===== src/rtl/fsm_step_ctrl.sv =====
// Sequencer/checker that walks the X-step FSM through S1,S2,S3 and verifies Z1/Z2 after each X pulse.
// Optional error-capture outputs err_step/err_z are enabled by defining FSM_STEP_CTRL_ERRSTEP_EN.
module fsm_step_ctrl #(
   parameter int STEP_GAP = 2
) (
   input  logic       clk,
   input  logic       reset_n,
   input  logic       start,
   input  logic       abort,
   input  logic       z1_in,
   input  logic       z2_in,
   output logic       x_out,
   output logic       fsm_clr_n,
   output logic       busy,
   output logic       done,
   output logic       err,
`ifdef FSM_STEP_CTRL_ERRSTEP_EN
   output logic [1:0] err_step,
   output logic [1:0] err_z,
`endif
   output logic [1:0] step_cnt
);

   localparam logic [2:0] S_IDLE  = 3'd0;
   localparam logic [2:0] S_CLEAR = 3'd1;
   localparam logic [2:0] S_PULSE = 3'd2;
   localparam logic [2:0] S_GAP   = 3'd3;
   localparam logic [2:0] S_CHECK = 3'd4;
   localparam logic [2:0] S_DONE  = 3'd5;
   localparam logic [2:0] S_ERR   = 3'd6;

   localparam logic [3:0] GAP_LOAD = 4'(STEP_GAP);

   logic [2:0] state;
   logic [2:0] nxt;
   logic [3:0] gap_cnt;
   logic       z_ok;

   // After the third pulse the FSM must sit in S3 (Z2 only); before that in S1/S2 (Z1 only).
   always_comb begin
      z_ok = 1'b0;
      if (step_cnt == 2'd3)
         z_ok = !z1_in && z2_in;
      else
         z_ok = z1_in && !z2_in;
   end

   always_comb begin
      nxt = state;
      case (state)
         S_IDLE:  if (start && !abort) nxt = S_CLEAR;
         S_CLEAR: nxt = S_PULSE;
         S_PULSE: nxt = S_GAP;
         S_GAP:   if (gap_cnt == 4'd1) nxt = S_CHECK;
         S_CHECK: begin
            if (!z_ok)
               nxt = S_ERR;
            else if (step_cnt == 2'd3)
               nxt = S_DONE;
            else
               nxt = S_PULSE;
         end
         S_DONE:  nxt = S_IDLE;
         S_ERR:   nxt = S_IDLE;
         default: nxt = S_IDLE;
      endcase
      // DONE/ERR already return to IDLE, so their pulse survives a late abort.
      if (abort && state != S_IDLE)
         nxt = S_IDLE;
   end

   // Outputs are registered decodes of the next state so each is high exactly while its state is current.
   always_ff @(posedge clk or negedge reset_n) begin
      if (!reset_n) begin
         state     <= S_IDLE;
         gap_cnt   <= 4'd0;
         x_out     <= 1'b0;
         fsm_clr_n <= 1'b1;
         busy      <= 1'b0;
         done      <= 1'b0;
         err       <= 1'b0;
         step_cnt  <= 2'd0;
      end else begin
         state     <= nxt;
         x_out     <= (nxt == S_PULSE);
         fsm_clr_n <= (nxt != S_CLEAR);
         busy      <= (nxt == S_CLEAR) || (nxt == S_PULSE) ||
                      (nxt == S_GAP)   || (nxt == S_CHECK);
         done      <= (nxt == S_DONE);
         err       <= (nxt == S_ERR);
         if (nxt == S_CLEAR)
            step_cnt <= 2'd0;
         else if (nxt == S_PULSE)
            step_cnt <= step_cnt + 2'd1;
         if (state == S_PULSE)
            gap_cnt <= GAP_LOAD;
         else if (state == S_GAP)
            gap_cnt <= gap_cnt - 4'd1;
      end
   end

`ifdef FSM_STEP_CTRL_ERRSTEP_EN
   always_ff @(posedge clk or negedge reset_n) begin
      if (!reset_n) begin
         err_step <= 2'd0;
         err_z    <= 2'd0;
      end else if (nxt == S_ERR) begin
         err_step <= step_cnt;
         err_z    <= {z2_in, z1_in};
      end else if (nxt == S_CLEAR) begin
         err_step <= 2'd0;
         err_z    <= 2'd0;
      end
   end
`endif

endmodule

===== config.mk =====
export PLATFORM = sky130hd
export DESIGN_NAME = fsm_step_ctrl
export DESIGN_NICKNAME = d
export VERILOG_FILES = /design/src/rtl/fsm_step_ctrl.sv
export SDC_FILE = /design/constraint.sdc
export NUM_CORES = 1
export LEC_CHECK = 0
export BUFFER_PORTS_ARGS = -buffer_cell sky130_fd_sc_hd__buf_2
export CAP_MARGIN = 10
export CORE_MARGIN = 3
export CORE_UTILIZATION = 52
export DETAILED_ROUTE_END_ITERATION = 16
export GPL_ROUTABILITY_DRIVEN = 0
export PLACE_DENSITY = 0.75
export REMOVE_ABC_BUFFERS = 1
export SLEW_MARGIN = 20
export SYNTH_ARGS = -nofsm -noshare
export SYNTH_HDL_FRONTEND = slang
export SYNTH_SLANG_ARGS = --single-unit

===== constraint.sdc =====
create_clock -name clk -period 1.9 [get_ports clk]
set_input_delay 0.19 -clock clk [delete_from_list [all_inputs] [get_ports clk]]
set_output_delay 0.19 -clock clk [all_outputs]
set_load 0.02 [all_outputs]

### Word-level counts from Yosys, hierarchy flattened

Index checks and enable logic that the tools add are counted.

* bits in registers: 14
* output and inout port bits: 7
* logic and storage cells: 48
* bits of input ports: 6

* equality and inequality tests: 13
* multiplexer cells: 11
* $add $sub $neg: 2
* reduce and logical (&&, ||, !) cells: 14

Operators with widths (count)
* two-way mux 3 bit: 5
* case mux 3 bit (5 select lines): 1
* == test 3 x 2 -> 1 bit (second input constant): 4
* == test 3 bit (second input constant): 4
* two-way mux 4 bit: 2
* == test 3 x 1 -> 1 bit (second input constant): 2
* == test 4 x 1 -> 1 bit (second input constant): 1
* logical AND 1 bit: 4
* two-way mux 2 bit: 2
* nonzero test 2 bit: 2
* subtractor 4 x 1 -> 4 bit (second input constant): 1
* zero test 1 bit: 3
* zero test 3 bit: 1
* logical OR 1 bit: 3
* != test 3 x 1 -> 1 bit (second input constant): 1
* nonzero test 3 bit: 1
* adder 2 x 1 -> 2 bit (second input constant): 1
* == test 2 bit (second input constant): 1
* two-way mux 1 bit: 1

### Depth between registers and ports, before layout

Gate-level depths: netlist of run 1.

* depth after elaboration: 10
* gate-level depth with buffers: 7
* mapped depth without buffers: 7

### Worst setup path after synthesis of run 1

No wires, ideal clock.

* kind: reg-to-reg
* start point: register step_cnt[0]
* end point: register err
* slack: 0.303 ns
* stages on the path, launching flop included: 5
* period minus slack after synthesis: 1.597 ns
* arrival time: 1.478 ns
* required time: 1.780 ns
* path through: dfrtp_1 -> ha_1 -> o311a_1 -> a41oi_1 -> and2b_2

* longest elaborated chain between the ends: 6

Ends and longest elaborated chain
* start: declaration: line 21 `output logic [1:0] step_cnt`
* start signal: assignment: line 94 `step_cnt <= step_cnt + 2'd1;`
* == test 2 bit *: line 42, 58
* two-way mux 3 bit or two-way mux 1 bit (tied branches): line 58, 42
* two-way mux 3 bit *: line 56 `if (!z_ok)`
* case mux 3 bit (5 select lines) *: line 50 `case (state)`
* two-way mux 3 bit *: line 68 `if (abort && state != S_IDLE)`
* == test 3 bit *: line 90 `err <= (nxt == S_ERR);`
* end signal: assignment: line 90
* end: declaration: line 16 `output logic err,`

Every way passes the cells marked *; elsewhere a longest branch is shown, timed or not.
A chain may end at the register's enable or synchronous reset.

### Final worst setup path of run 1

* start point: register step_cnt[0]
* end point: register busy

* longest elaborated chain between the ends: 9

Ends and longest elaborated chain
* == test 2 bit *: line 42, 58
* two-way mux 3 bit or two-way mux 1 bit (tied branches): line 58, 42
* two-way mux 3 bit *: line 56
* case mux 3 bit (5 select lines) *: line 50
* two-way mux 3 bit *: line 68
* == test 3 x 1 -> 1 bit or == test 3 x 2 -> 1 bit (tied branches): line 87 `busy <= (nxt == S_CLEAR) || (nxt == S_PULSE) ||`
* logical OR 1 bit (2 in a row): line 87
* logical OR 1 bit *: line 88 `(nxt == S_GAP) || (nxt == S_CHECK);`
* end signal: assignment: line 87
* end: declaration: line 14 `output logic busy,`

Marks and branches as above.

==> results of run 1 <==
[worst min path at each step]
| stage | to | startpoint | slack [ns] | depth (start not counted) |
|---|---|---|---|---|
| 2_1_floorplan | busy$_DFF_PN0_ | reset_n | -0.11 | 0 |
| 3_3_place_gp | gap_cnt[2]$_DFFE_PN0P_ | reset_n | 0.09 | 1 |
| 3_5_place_dp | state[2]$_DFF_PN0_ | reset_n | 0.1 | 1 |
| 4_1_cts | fsm_clr_n$_DFF_PN1_ | start | 0.13 | 2 |
| 5_1_grt | state[1]$_DFF_PN0_ | abort | 0.16 | 2 |
| 6_report | fsm_clr_n$_DFF_PN1_ | start | 0.14 | 2 |
[layer usage]
metal	global-route usage (%)	part of all wire, %	up-vias	routed length (um)
met1	23.3	47	257	636
met5	0	0	-	0
met2	25.1	47	15	633
met4	9.04	1.9	0	26
met3	2.54	4.4	4	60
li1	-	-	277	-
[sequential cells by signal, indices dropped and copies added (netlist names)]
name / count
x_out: 1
err: 1
done: 1
state: 3
busy: 1
fsm_clr_n: 1
step_cnt: 2
gap_cnt: 4
[kinds of logic (layout without fill, tap and decap cells)]
family	after synthesis	count (layout)	synth area share, %
compound gates	16	16	16.3
fa+ha+maj	3	3	5.25
buf+inv	10	26	6.83
flops	14	14	49.2
mux	3	3	4.20
simple gates	25	25	18.2
[cell usage after synthesis, drive strengths merged]
library cell  count
o21ai             6
nor3              2
a41oi             1
nand2             8
o31ai             1
and4b             1
nor2              5
nand3b            2
or2               1
inv               8
o311a             1
a31oi             2
a21oi             3
a22o              2
nor2b             1
dfrtp            13
ha                3
dfstp             1
nor3b             2
nand3             2
and2b             1
buf               2
mux2i             3
[what timing repair did]
action / in CTS / in global routing
hold buffers: 1 / 0
gates resized for setup: 0 / 1
setup endpoints to repair: 0 / 1
hold endpoints to repair: 13 / 0
[cell type report]
type / instances / area share (%)
clock buffers: 4 / 4.39
multi-input cells: 47 / 38.0
inverters: 8 / 3.63
flip-flops and latches: 14 / 42.5
well taps: 14 / 2.12
repair buffers: 14 / 9.38
[where the power goes]
part / leakage [uW] / switching [uW] / internal, uW
logic: 0.000234 / 260 / 185
registers: 0.000178 / 97.9 / 395
clock network: 0.0000210 / 98.9 / 117
[per-stage QoR]
step / setup WS (ns) / util [%] / hold WS [ns]
2_1_floorplan: 0.303 / - / -0.106
3_3_place_gp: 0.275 / 65.0 / 0.0933
3_5_place_dp: 0.229 / 65.0 / 0.0979
4_1_cts: 0.163 / 68.9 / 0.131
5_1_grt: 0.118 / 68.9 / 0.155
6_report: 0.277 / 68.9 / 0.136
==> run_results.csv, run 1 <==
group,metric,value,unit
outcome,status,"completed",
sta,drv_slew,0,
clock_network,cts_buffer_depth,2,
pwr,p_leak,0.000433,uW
worst_setup_path,r2r_slack,0.28,ns
worst_setup_path,crit_end,"busy$_DFF_PN0_",
placement,dp_hpwl,1.01,mm
logic_synthesis,yosysWarnings,0,
sta,fin_skew,0.00619,ns
final_layout,finalInstanceArea,827,um2
route,via_per_inst,5.48,
grt,grt_use_total,16.9,%
final_layout,final_common_cell,"dfrtp_1",
route,drtIter0Drc,16,
worst_setup_path,crit_path_end_kind,"flop",
clock_network,cts_tree,"built",
logic_synthesis,syn_area,714,um2
sta,setup_violations,0,
flow_run,maxCapViolations,0,
pwr,vdd.ir_drop.worst,0.000679,V
route,wl_per_cell,13.4,um
final_layout,multiInputGateArea,314,um2
worst_setup_path,critical_path.slowest_cell,"dfrtp_1",
worst_setup_path,path_cells,"ha_1, o311a_1, a41oi_1, or2_1, o31ai_1",
grt,grt-ovfl-total,0,
sta,post-route-period-util,85.4,%
sta,fmaxAchievable,0.616,GHz
grt,grt_start_max_net_pins,15,
logic_synthesis,avgSynthCellArea,10.1,um2
final_layout,final_nets,97,
sta,period_minus_slack,1.62,ns
route,dr_total_vias,553,
final_layout,n_antenna_cell,0,
final_layout,final-instance-count-excl-fill,101,
worst_setup_path,slowest_delay,0.42,ns
clock_network,clkLatencyLatePin,0.28,ns
worst_setup_path,reg2reg_from,"step_cnt[0]$_DFFE_PN0P_",
final_layout,fillerInstances,90,
logic_synthesis,ys_top_cells_by_area,"dfrtp_1, ha_1, mux2i_1, inv_1, nand2_1",
floorplan,die_y,43.1,um
worst_setup_path,crit_buf_inv,0,
placement,port_buffers,12,
clock_network,path_clk_slew,0.08,ns
grt,antenna_found_initial,0,
worst_setup_path,cp-startpoint,"step_cnt[0]$_DFFE_PN0P_",
logic_synthesis,syn_inst,71,
clock_network,cts_buffers,3,
grt,grt_pass1_wl,2.31,mm
route,drtPass1Iterations,4,
logic_synthesis,synth_cell_types,26,
floorplan,die_x,43.1,um
worst_setup_path,cp.depth,5,
sta,worst_slew_pin_slew,0.321,ns
floorplan,die_area,1850,um2
worst_setup_path,r2r_end,"busy$_DFF_PN0_",
sta,max-slew-margin-rel,78.5,%
worst_setup_path,crit_required,2.06,ns
floorplan,rows,12,
clock_network,postCtsSetupBuffers,0,
pwr,power.density,1400,nW/um2
pwr,power,1150,uW
worst_setup_path,path_class,"flop to flop",
route,drtAntennaViolNets,0,
sta,rsz0062_at_grt,"no",
logic_synthesis,ys_ff_latch,14,
logic_synthesis,synth_top_area_cell,"dfrtp_1",
logic_synthesis,synth_seq_area_share,49.2,%
min_path,worstHoldPathType,"input port to flop",
route,drc,0,
final_layout,regArea,352,um2
floorplan,start_util,59.5,%
final_layout,drive_above_1_share,24.1,%
sta,finalHoldViolCount,0,
clock_network,htree_num_levels,1,
worst_setup_path,worst_path_dominant_cell_family,"compound AO/OA/AOI/OAI gates",
clock_network,cts_root_buf,"clkbuf_4",
final_layout,syn_to_final_growth,15.8,%
floorplan,coreArea,1200,um2
worst_setup_path,cp_max_fo,4,
placement,dpl-instance-area,781,um2
logic_synthesis,yosysTopAreaCellShare,45.5,%
route,drt-total-wl,1.36,mm
final_layout,final_cell_mix,"dfrtp_1, buf_2, inv_1, nand2_1, nor2_1",
worst_setup_path,cp-start-kind,"flop",
worst_setup_path,r2r_cells,5,
grt,grt_pass1_vias,524,
placement,dp.cells,96,
floorplan,ioPinCount,13,
worst_setup_path,arrival,1.78,ns
sta,finalSetupTns,0,ns
clock_network,cts.sink_count,14,
(Power assumes the default switching activity.)
==> inputs of run 2 (changes only) <==
--- a/config.mk
+++ b/config.mk
@@ -8,10 +8,11 @@
 export BUFFER_PORTS_ARGS = -buffer_cell sky130_fd_sc_hd__buf_2
 export CAP_MARGIN = 10
 export CORE_MARGIN = 3
-export CORE_UTILIZATION = 52
+export CORE_UTILIZATION = 53
+export CTS_BUF_LIST = sky130_fd_sc_hd__clkbuf_4 sky130_fd_sc_hd__clkbuf_8
 export DETAILED_ROUTE_END_ITERATION = 16
 export GPL_ROUTABILITY_DRIVEN = 0
-export PLACE_DENSITY = 0.75
+export PLACE_DENSITY = 0.76
 export REMOVE_ABC_BUFFERS = 1
 export SLEW_MARGIN = 20
 export SYNTH_ARGS = -nofsm -noshare
==> run 2 against run 1 <==
  * Worst hold slack improved by 0.0021 ns
  * Clock-buffer cell count stayed put
  * Sequential power barely moved
  * Global-route usage rose by 0.61 points
  * First-iteration DRC count up 63%
  * Non-clock buffer count unchanged
  * Via count increased by 3.6%
  * Wire length is 0.74% lower
==> run_results.csv, run 2 (synthesized netlist as in run 1, its figures left out) <==
group,metric,value,unit
clock_network,cts_root_buf,"clkbuf_4",
worst_setup_path,crit_path_end_kind,"flop",
min_path,worstHoldPathType,"input port to flop",
worst_setup_path,slowest_delay,0.42,ns
floorplan,start_util,60.2,%
route,drtPass1Iterations,5,
clock_network,htree_num_levels,1,
final_layout,largest_register_ff_count,4,
worst_setup_path,crit_required,2.08,ns
final_layout,final_common_cell,"dfrtp_1",
route,drt-total-wl,1.35,mm
sta,finalHoldViolCount,0,
worst_setup_path,crit_buf_inv,0,
worst_setup_path,cp_max_fo,4,
floorplan,die_area,1820,um2
clock_network,cts_buffer_depth,2,
pwr,vdd.ir_drop.worst,0.000709,V
sta,rsz0062_at_grt,"no",
worst_setup_path,cp-startpoint,"step_cnt[0]$_DFFE_PN0P_",
placement,dp_hpwl,972,um
clock_network,clkLatencyLatePin,0.29,ns
sta,finalSetupTns,0,ns
worst_setup_path,worst_path_dominant_cell_family,"compound AO/OA/AOI/OAI gates",
min_path,hold_start,"abort",
min_path,holdPathEnd,"state[1]$_DFF_PN0_",
clock_network,cts_tree,"built",
worst_setup_path,path_class,"flop to flop",
floorplan,die_y,42.7,um
pwr,p_leak,0.000430,uW
sta,hold_ws,0.138,ns
route,drtIter0Drc,26,
worst_setup_path,r2r_end,"busy$_DFF_PN0_",
route,drc,0,
min_path,hold_depth,2,
clock_network,cts_resized,0,
flow_run,maxCapViolations,0,
worst_setup_path,r2r_slack,0.22,ns
floorplan,die_x,42.7,um
sta,post-route-period-util,88.2,%
pwr,power.density,1380,nW/um2
route,drtAntennaViolNets,0,
grt,grt_pass1_vias,523,
final_layout,final_nets,97,
placement,port_buffers,12,
worst_setup_path,r2r_cells,6,
sta,period_minus_slack,1.68,ns
clock_network,path_clk_slew,0.08,ns
clock_network,postCtsSetupBuffers,0,
sta,setup_violations,0,
clock_network,cts_buffers,3,
sta,worst_slew_pin_slew,0.334,ns
worst_setup_path,cp-start-kind,"flop",
worst_setup_path,crit_path_frequent_cell,"o21ai_0",
grt,grt_start_max_net_pins,15,
worst_setup_path,path_cells,"ha_1, and4b_1, o21ai_0, a21oi_1, o21ai_0, o31ai_1",
final_layout,final_cell_mix,"dfrtp_1, buf_2, inv_1, nand2_1",
outcome,status,"completed",
worst_setup_path,critical_path.slowest_cell,"dfrtp_1",
route,wl_per_cell,13.3,um
grt,grt-ovfl-total,0,
sta,fin_skew,0.00529,ns
route,dr_total_vias,573,
floorplan,ioPinCount,13,
final_layout,syn_to_final_growth,14.9,%
final_layout,reg_top3,"gap_cnt (4), state (3), step_cnt (2)",
final_layout,drive_above_1_share,24.1,%
worst_setup_path,arrival,1.85,ns
floorplan,rows,12,
sta,drv_slew,0,
clock_network,cts.sink_count,14,
sta,fmaxAchievable,0.597,GHz
floorplan,coreArea,1190,um2
sta,max-slew-margin-rel,77.5,%
grt,antenna_found_initial,0,
worst_setup_path,reg2reg_from,"step_cnt[0]$_DFFE_PN0P_",
grt,grt_pass1_wl,2.33,mm
grt,grt_use_total,17.5,%
final_layout,n_antenna_cell,0,
final_layout,top_register,"gap_cnt",
route,via_per_inst,5.67,
-- run 2: through the flow --
stage	instance area (um2)	setup slack, ns	cells	utilization [%]	power [uW]
floorplan	696	0.303	69	-	805
global placement	781	0.280	96	65.8	930
detailed placement	781	0.274	96	65.8	942
CTS	821	0.237	101	69.2	1130
global route	821	0.0537	101	69.2	1230
finish	821	0.224	101	69.2	1130
-- run 2: worst max path at each step --
stage | endpoint | slack (ns) | cells after the start
6_report | busy$_DFF_PN0_ | 0.22 | 6
5_1_grt | busy$_DFF_PN0_ | 0.05 | 6
4_1_cts | busy$_DFF_PN0_ | 0.24 | 6
3_5_place_dp | busy$_DFF_PN0_ | 0.27 | 6
3_3_place_gp | busy$_DFF_PN0_ | 0.28 | 6
2_1_floorplan | err$_DFF_PN0_ | 0.30 | 4
-- run 2: report_power, final --
group          total, uW  internal, uW  switching (uW)
registers            494           396            98.3
logic                447           186             260
clock network        194          96.0            97.8
-- run 2: what timing repair did --
item                       4_1_cts  5_1_grt
hold buffers                     1        0
hold endpoints to repair        13        0
setup endpoints to repair        0        0
-- run 2: routing by layer --
metal,vias to the layer above,wire length (um),global-route usage (%)
li1,278,-,-
met2,27,593,24.9
met5,-,0,0
met4,0,36,11.2
met3,5,96,3.81
met1,263,619,23.7
-- run 2: final cells by class --
cell class	count	area [um2]
sequential	14	352
tap	14	17.5
clock buffer	4	30.0
inverter	8	30.0
timing repair buffer	14	77.6
fill	93	365
multi-input combinational	47	314
==> inputs of run 3 (changes only) <==
--- a/config.mk
+++ b/config.mk
@@ -12,6 +12,7 @@
 export CTS_BUF_LIST = sky130_fd_sc_hd__clkbuf_4 sky130_fd_sc_hd__clkbuf_8
 export DETAILED_ROUTE_END_ITERATION = 16
 export GPL_ROUTABILITY_DRIVEN = 0
+export GPL_TIMING_DRIVEN = 0
 export PLACE_DENSITY = 0.76
 export REMOVE_ABC_BUFFERS = 1
 export SLEW_MARGIN = 20
==> run 3 against run 2 <==
  * Sequential share of layout area decreased by 0.065 points
  * Clock power increased by 11%
  * Via count decreased by 3.3%
  * Critical path depth unchanged
  * Non-clock buffer count decreased by 1
  * Wire length decreased by 2.1%
  * Power increased by 1.0%
  * Worst hold slack got worse by 0.0021 ns
  * Global-route usage decreased by 0.19 points
  * Register-to-register slack about the same
  * Largest cell class unchanged
==> run_results.csv, run 3 (synthesized netlist as in run 1, its figures left out) <==
group,metric,value,unit
worst_setup_path,arrival,1.83,ns
sta,fin_skew,0.00351,ns
worst_setup_path,r2r_cells,6,
pwr,seq_power_share,43.2,%
worst_setup_path,crit_required,2.06,ns
clock_network,postCtsSetupBuffers,0,
pwr,vdd.ir_drop.worst,0.000711,V
sta,max-slew-margin-rel,78.2,%
route,via_per_inst,5.54,
final_layout,fillerInstances,106,
pwr,switchingPower,455,uW
floorplan,die_x,42.7,um
placement,dp_hpwl,997,um
pwr,p_leak,0.000428,uW
floorplan,die_y,42.7,um
final_layout,drive_above_1_share,24.4,%
final_layout,top_register,"gap_cnt",
grt,grt_pass1_wl,2.40,mm
pwr,p_int,691,uW
final_layout,regArea,352,um2
sta,finalHoldViolCount,0,
sta,rsz0062_at_grt,"no",
pwr,power.density,1390,nW/um2
final_layout,final_common_cell,"dfrtp_1",
sta,finalSetupTns,0,ns
flow_run,maxCapViolations,0,
min_path,hold_start,"abort",
route,drtPass1Iterations,4,
floorplan,die_area,1820,um2
clock_network,path_clk_slew,0.08,ns
final_layout,utilization,69.3,%
grt,antenna_found_initial,0,
sta,fmaxAchievable,0.602,GHz
final_layout,largest_register_ff_count,4,
route,wl_per_cell,13.2,um
final_layout,syn_to_final_growth,15.1,%
route,drtAntennaViolNets,0,
clock_network,htree_num_levels,1,
route,drc,0,
grt,grt_pass1_vias,561,
final_layout,reg_top3,"gap_cnt (4), state (3), step_cnt (2)",
clock_network,cts_root_buf,"clkbuf_4",
clock_network,cts_buffers,3,
floorplan,rows,12,
final_layout,multiInputGateArea,317,um2
worst_setup_path,r2r_end,"busy$_DFF_PN0_",
route,dr_total_vias,554,
grt,grt-ovfl-total,0,
final_layout,n_antenna_cell,0,
worst_setup_path,path_class,"flop to flop",
grt,grt_use_total,17.3,%
sta,worst_slew_pin_slew,0.324,ns
sta,period_minus_slack,1.66,ns
pwr,netSwitchingFraction,39.7,%
sta,setup_violations,0,
pwr,pwr-share-clk,18.8,%
worst_setup_path,r2r_slack,0.24,ns
floorplan,coreArea,1190,um2
grt,grt_start_max_net_pins,15,
min_path,worstHoldPathType,"input port to flop",
outcome,status,"completed",
final_layout,final_nets,96,
clock_network,cts_buffer_depth,2,
worst_setup_path,reg2reg_from,"step_cnt[0]$_DFFE_PN0P_",
pwr,pwr-share-comb,38.1,%
route,drt-total-wl,1.32,mm
placement,port_buffers,12,
clock_network,cts_tree,"built",
worst_setup_path,cp_max_fo,4,
floorplan,ioPinCount,13,
sta,post-route-period-util,87.5,%
final_layout,final_cell_mix,"dfrtp_1, buf_2, inv_1, nand2_1",
route,drtIter0Drc,8,
clock_network,cts.sink_count,14,
min_path,hold_depth,2,
worst_setup_path,cp-start-kind,"flop",
clock_network,clkLatencyLatePin,0.28,ns
min_path,holdPathEnd,"state[1]$_DFF_PN0_",
sta,drv_slew,0,
worst_setup_path,crit_path_end_kind,"flop",
floorplan,start_util,60.2,%
## run 3: changes by cell type in the layout (fill, tap and decap cells not counted)
| cell | before | now |
|---|---|---|
| clkbuf_8 | 0 | 1 |
| clkbuf_4 | 4 | 3 |
| buf_4 | 1 | 0 |
| nor2b_2 | 0 | 1 |
| nor2b_1 | 1 | 0 |
## run 3: per-stage QoR
| step | setup slack [ns] | total power [uW] | hold slack (ns) | std cells | area [um2] |
|---|---|---|---|---|---|
| global route | 0.0990 | 1240 | 0.143 | 100 | 822 |
| CTS | 0.121 | 1150 | 0.131 | 100 | 820 |
| floorplan | 0.303 | 805 | -0.106 | 69 | 696 |
| detailed placement | 0.153 | 931 | 0.101 | 95 | 773 |
| global placement | 0.189 | 912 | 0.0971 | 95 | 773 |
| finish | 0.238 | 1150 | 0.135 | 100 | 822 |
## run 3: layout make-up
cell class	instances	share of cell area, %
Clock buffer	4	4.41
Inverter	8	3.65
Multi-Input combinational cell	47	38.5
Sequential cell	14	42.8
Tap cell	14	2.13
Timing Repair Buffer	13	8.52
## run 3: what timing repair did
| item | in CTS | in global routing |
|---|---|---|
| setup endpoints to repair | 0 | 1 |
| resized for setup | 0 | 1 |
| hold buffers | 1 | 0 |
| hold endpoints to repair | 13 | 0 |
## run 3: power by group through the flow
stage               Sequential [uW]  Combinational [uW]  Clock, uW
floorplan                       531                 274          0
CTS                             492                 438        217
global placement                493                 419          0
global route                    510                 495        231
detailed placement              498                 433          0
finish                          495                 436        215
## run 3: worst max-delay path by stage
stage,start,endpoint,slack [ns],cells after the start
2_1_floorplan,step_cnt[0]$_DFFE_PN0P_,err$_DFF_PN0_,0.30,4
6_report,step_cnt[0]$_DFFE_PN0P_,busy$_DFF_PN0_,0.24,6
5_1_grt,step_cnt[0]$_DFFE_PN0P_,busy$_DFF_PN0_,0.1,6
3_5_place_dp,state[2]$_DFF_PN0_,busy$_DFF_PN0_,0.15,4
3_3_place_gp,state[2]$_DFF_PN0_,busy$_DFF_PN0_,0.19,4
4_1_cts,state[2]$_DFF_PN0_,busy$_DFF_PN0_,0.12,4
## run 3: worst max-delay path, stage by stage (launching register included)
cell and delay, ns:
dfrtp_1 0.42, ha_1 0.24, and4b_1 0.20, o21ai_0 0.29, a21oi_1 0.13, o21ai_0 0.16, o31ai_1 0.10
## run 3: per-layer routing
layer	track usage (%)	wire length, um	up-vias
met5	0	0	-
met3	2.54	60	4
met4	9.32	33	0
met2	28.4	626	13
li1	-	-	274
met1	21.5	598	263
